[config.mk]
export PLATFORM = sky130hd
export DESIGN_NAME = icache_ifill_unit
export DESIGN_NICKNAME = d
export VERILOG_FILES = /design/src/rtl/icache_ifill_unit.sv
export SDC_FILE = /design/constraint.sdc
export NUM_CORES = 1
export LEC_CHECK = 0
export BUFFER_PORTS_ARGS = -buffer_cell sky130_fd_sc_hd__buf_2
export CORE_ASPECT_RATIO = 0.6
export CORE_MARGIN = 2
export CORE_UTILIZATION = 55
export DETAILED_ROUTE_END_ITERATION = 16
export PLACE_DENSITY = 0.86
export SLEW_MARGIN = 20
export SYNTH_ARGS = -nofsm -noshare
export SYNTH_HDL_FRONTEND = slang
export SYNTH_SLANG_ARGS = --single-unit
[constraint.sdc]
create_clock -name clk_i -period 21.5 [get_ports clk_i]
set_input_delay 2.15 -clock clk_i [delete_from_list [all_inputs] [get_ports clk_i]]
set_output_delay 2.15 -clock clk_i [all_outputs]
set_load 0.02 [all_outputs]
[src/rtl/icache_ifill_unit.sv]
// Instruction-cache refill engine: takes one miss, issues a fill request to L2,
// gathers out-of-order response beats into a full line and strobes it out for one cycle.
module icache_ifill_unit #(
    parameter int PADDR_SIZE = 27,
    parameter int LINE_WIDTH = 256,
    parameter int BEAT_WIDTH = 64,
    parameter int N_WAY      = 4,
    localparam int NBEATS    = LINE_WIDTH / BEAT_WIDTH,
    localparam int WAY_W     = (N_WAY > 1) ? $clog2(N_WAY) : 1,
    localparam int BEAT_W    = (NBEATS > 1) ? $clog2(NBEATS) : 1
) (
    input  logic                  clk_i,
    input  logic                  rst_i,
    input  logic                  miss_valid_i,
    output logic                  miss_ready_o,
    input  logic [PADDR_SIZE-1:0] miss_paddr_i,
    input  logic [WAY_W-1:0]      miss_way_i,
    input  logic                  kill_i,
    output logic                  ifill_req_valid_o,
    output logic [PADDR_SIZE-1:0] ifill_req_paddr_o,
    output logic [WAY_W-1:0]      ifill_req_way_o,
    input  logic                  ifill_ack_i,
    input  logic                  ifill_resp_valid_i,
    input  logic [BEAT_WIDTH-1:0] ifill_resp_data_i,
    input  logic [BEAT_W-1:0]     ifill_resp_beat_i,
    output logic                  line_valid_o,
    output logic [LINE_WIDTH-1:0] line_data_o,
    output logic [PADDR_SIZE-1:0] line_paddr_o,
    output logic [WAY_W-1:0]      line_way_o,
    output logic                  busy_o
);

    typedef enum logic [2:0] {
        IDLE,
        REQ,
        COLLECT,
        DRAIN,
        WRITE
    } state_t;

    state_t                state;
    logic [NBEATS-1:0]     mask;
    logic [NBEATS-1:0]     beat_hit;
    logic [NBEATS-1:0]     mask_next;
    logic                  mask_full;
    logic [BEAT_W-1:0]     slot;
    logic [PADDR_SIZE-1:0] paddr_q;
    logic [WAY_W-1:0]      way_q;
    logic [LINE_WIDTH-1:0] line_buf;

    // With a single beat per line the index carries no information; pin it to slot 0.
    always_comb begin
        slot           = (NBEATS == 1) ? '0 : ifill_resp_beat_i;
        beat_hit       = '0;
        beat_hit[slot] = ifill_resp_valid_i;
        mask_next      = mask | beat_hit;
        mask_full      = &mask_next;
    end

    always_ff @(posedge clk_i or posedge rst_i) begin
        if (rst_i) begin
            state             <= IDLE;
            mask              <= '0;
            paddr_q           <= '0;
            way_q             <= '0;
            line_buf          <= '0;
            miss_ready_o      <= 1'b1;
            ifill_req_valid_o <= 1'b0;
            line_valid_o      <= 1'b0;
            busy_o            <= 1'b0;
        end else begin
            case (state)
                IDLE: begin
                    if (miss_valid_i) begin
                        paddr_q           <= miss_paddr_i;
                        way_q             <= miss_way_i;
                        mask              <= '0;
                        state             <= REQ;
                        miss_ready_o      <= 1'b0;
                        ifill_req_valid_o <= 1'b1;
                        busy_o            <= 1'b1;
                    end
                end
                REQ: begin
                    if (ifill_ack_i) begin
                        ifill_req_valid_o <= 1'b0;
                        state             <= kill_i ? DRAIN : COLLECT;
                    end else if (kill_i) begin
                        ifill_req_valid_o <= 1'b0;
                        state             <= IDLE;
                        busy_o            <= 1'b0;
                        miss_ready_o      <= 1'b1;
                    end
                end
                COLLECT: begin
                    mask <= mask_next;
                    if (ifill_resp_valid_i && !kill_i) begin
                        line_buf[slot*BEAT_WIDTH +: BEAT_WIDTH] <= ifill_resp_data_i;
                    end
                    // A kill whose own beat completes the mask has nothing left to drain.
                    if (mask_full && kill_i) begin
                        state        <= IDLE;
                        busy_o       <= 1'b0;
                        miss_ready_o <= 1'b1;
                    end else if (mask_full) begin
                        state        <= WRITE;
                        line_valid_o <= 1'b1;
                    end else if (kill_i) begin
                        state <= DRAIN;
                    end
                end
                DRAIN: begin
                    mask <= mask_next;
                    if (mask_full) begin
                        state        <= IDLE;
                        busy_o       <= 1'b0;
                        miss_ready_o <= 1'b1;
                    end
                end
                WRITE: begin
                    line_valid_o <= 1'b0;
                    state        <= IDLE;
                    busy_o       <= 1'b0;
                    miss_ready_o <= 1'b1;
                end
                default: begin
                    state             <= IDLE;
                    line_valid_o      <= 1'b0;
                    ifill_req_valid_o <= 1'b0;
                    busy_o            <= 1'b0;
                    miss_ready_o      <= 1'b1;
                end
            endcase
        end
    end

    assign ifill_req_paddr_o = paddr_q;
    assign ifill_req_way_o   = way_q;
    assign line_paddr_o      = paddr_q;
    assign line_way_o        = way_q;
    assign line_data_o       = line_buf;

endmodule

==> impl_metrics.yaml <==
floorplanning:
  die_h_microns: 120.6
  dieArea_sq_um: 23900
  coreArea_sq_um: 22120
  start_util_pct: 56.29
  die_w_microns: 198.3
  ios: 419
  rows: 42
logic_synthesis:
  synth_commonest_cells: "295 x dfrtp_1, 261 x inv_1, 256 x nand3_1"
  synthesis.nets: 1371
  synth_top_area_cell: "dfrtp_1"
  syn_area_sq_um: 12450
  synth-seq-area-share_pct: 59.49
  ys_warn_count: 0
  synth_edf_count: 0
  ys_seq_elements: 296
  avgSynthCellArea_sq_um: 9.837
  async_reset_ff_share_pct: 100.0
  synth.distinct_cells: 36
  syn_inst: 1266
  synth_ff_type: "dfrtp_1"
  synth_top_cells_by_area: "dfrtp_1 59%, nand3_1 10%, o21ai_0 8.8%"
  synth_most_common_cell: "dfrtp_1"
  netlist.area_leader.share_pct: 59.28
timing:
  rsz0062_at_grt: "false"
  fin_worst_skew_ns: 0.01788
  fin_setup_tns_ns: 0
  max_freq_ghz: 0.2504
  period_minus_slack_ns: 3.993
  relSlewSlack_pct: 29.49
  setup_viol: 0
  hold_violations: 0
  slew_violations: 0
  worst_pin_slew_ns: 1.058
  period_share_pct: 18.57
grt:
  gr-usage-all-layers_pct: 29.32
  antenna_found_initial: 0
  grt_pass1_wl_microns: 55000
  globalRoute.totalOverflow: 0
  grt_max_degree: 136
  grt_pass1_vias: 9953
setup_path:
  reg2reg_setup_slack_ns: 18.67
  crit_chain: "buf_2, inv_1, ha_1, and3_4, buf_4, nand3_1, o21ai_0"
  reg2regPathDepth: 5
  critPathLaunchType: "primary input"
  required_ns: 21.94
  crit_slowest_cell: "buf_4"
  critPathMaxStageDelay_ns: 0.64
  crit_type: "primary input to register"
  crit_arrival_ns: 4.43
  cp-end-kind: "register"
  rr_startpoint: "state[1]"
  r2r_end: "line_data_o[102]"
  crit_path_max_fanout: 74
layout:
  fill_cells: 1654
  area_delta_synth_final_pct: 21.31
  finalNetCount: 1713
  regArea_sq_um: 7408
  num_antenna_cells: 0
  drive_above_1_share_pct: 31.45
  final_area_sq_um: 15110
  multi_input_area_sq_um: 3291
place:
  place_congestion: 0.8589
  dp_hpwl_microns: 23600
  io_buffer_count: 418
  place_area_sq_um: 14260
clocking:
  cts_sinks: 296
  clk_latency_ns: 0.53
  root_buffer: "clkbuf_16"
  cts_resized: 0
  clockBufferDepth: 3
  cts_tree: "done"
  hold_buffers: 0
  cts.clk_slew.worst_paths_ns: 0.06
  h-tree-depth: 1
  post_cts_buffers: 0
  cts_made_buffers: 27
power:
  vdd.ir_drop.worst_mv: 0.1223
  p_leak_uw: 0.007690
  p_per_area_nw_per_um2: 169.8
drt:
  drt-initial-drc-count: 787
  wl_per_cell_microns: 18.37
  drc: 0
  dr_wl_met2_microns: 16430
  detail-route-antenna-nets: 0
  top_layer: "met4"
  via_per_inst: 5.429
  wirelength_microns: 35510
  routed-wl-met3_microns: 3811
  met1_length_microns: 14090
  vias: 10495
  drt_pass1_iterations: 5
run:
  max-cap-violations: 0
min_path:
  whs_endpoint: "miss_ready_o"
  hp-start: "miss_ready_o"
  min_path_cells: 2
  hp-class: "register to register"
status:
  status: "completed"
## state kept, by name (all words and copies together), names as in the netlist
signal             count
miss_ready_o           1
busy_o                 1
line_valid_o           1
ifill_req_way_o        2
ifill_req_paddr_o     27
state                  3
mask                   4
line_data_o          256
ifill_req_valid_o      1
## placed cells by master, fill, tap and decap left out, drive strengths merged, types with 2 or more instances in the layout
master,instances
and3,4
clkinv,4
o21ai,258
buf,431
dfrtp,295
nor3,2
nor3b,2
nor2,8
o31ai,2
inv,261
mux2,30
o21a,2
clkbuf,40
ha,4
a21oi,8
nand3,256
o22ai,2
## worst max-delay path, delay by kind of cell
kind | cells | cell delay [ns]
buffers and inverters | 3 | 0.96
and+or+nand+nor | 2 | 0.76
adders and majority gates | 1 | 0.38
AOI/OAI and AO/OA | 1 | 0.11
## worst max path at each step
stage | start | end | slack (ns) | cells past startpoint
after floorplan | rst_i | busy_o | 11.18 | 1
final | ifill_resp_beat_i[0] | line_data_o[44] | 17.51 | 7
after global placement | ifill_resp_beat_i[0] | line_data_o[55] | 17.13 | 7
after CTS | ifill_resp_beat_i[0] | line_data_o[44] | 17.52 | 7
after detailed placement | ifill_resp_beat_i[0] | line_data_o[56] | 17.00 | 7
after global routing | ifill_resp_beat_i[0] | line_data_o[62] | 17.30 | 7
## cells by family (layout without fill, tap and decap cells)
| logic type | after synthesis | count (layout) | share of synthesized area, % |
|---|---|---|---|
| AOI/OAI and AO/OA | 278 | 278 | 11.47 |
| adders and majority gates | 4 | 4 | 0.4019 |
| buffers and inverters | 379 | 738 | 14.28 |
| DFF | 296 | 296 | 59.49 |
| muxes | 30 | 30 | 2.713 |
| and+or+nand+nor | 279 | 279 | 11.64 |
## report_power, final
group          switching (uW)  internal, uW  total [uW]
Clock                     202           263         464
Sequential                174           839        1010
Combinational             739           348        1090
## stage by stage
stage               hold slack [ns]  cells  util (%)  worst slack [ns]  power [uW]
global route                 0.5014   1933     68.28             17.30        2704
floorplan                    0.4839   1266         -             11.18        1681
CTS                          0.4685   1933     68.27             17.52        2572
detailed placement           0.4585   1887     64.46             17.00        2090
finish                       0.4712   1933     68.28             17.51        2565
global placement             0.4507   1887     64.46             17.13        2054
## final cells by class
type | instances | share of cell area [%]
flip-flops and latches | 296 | 49.04
multi-input cells | 591 | 21.78
clock inverters | 6 | 0.3810
repair buffers | 431 | 14.52
clock buffers | 40 | 5.193
well taps | 308 | 2.551
inverters | 261 | 6.535
## routing by layer
metal | vias to the layer above | global-route usage [%]
li1 | 4755 | -
met1 | 5053 | 39.84
met2 | 595 | 46.23
met3 | 92 | 8.117
met4 | 0 | 9.070
met5 | - | 0
Note: power is estimated with default switching activity, not from simulation.
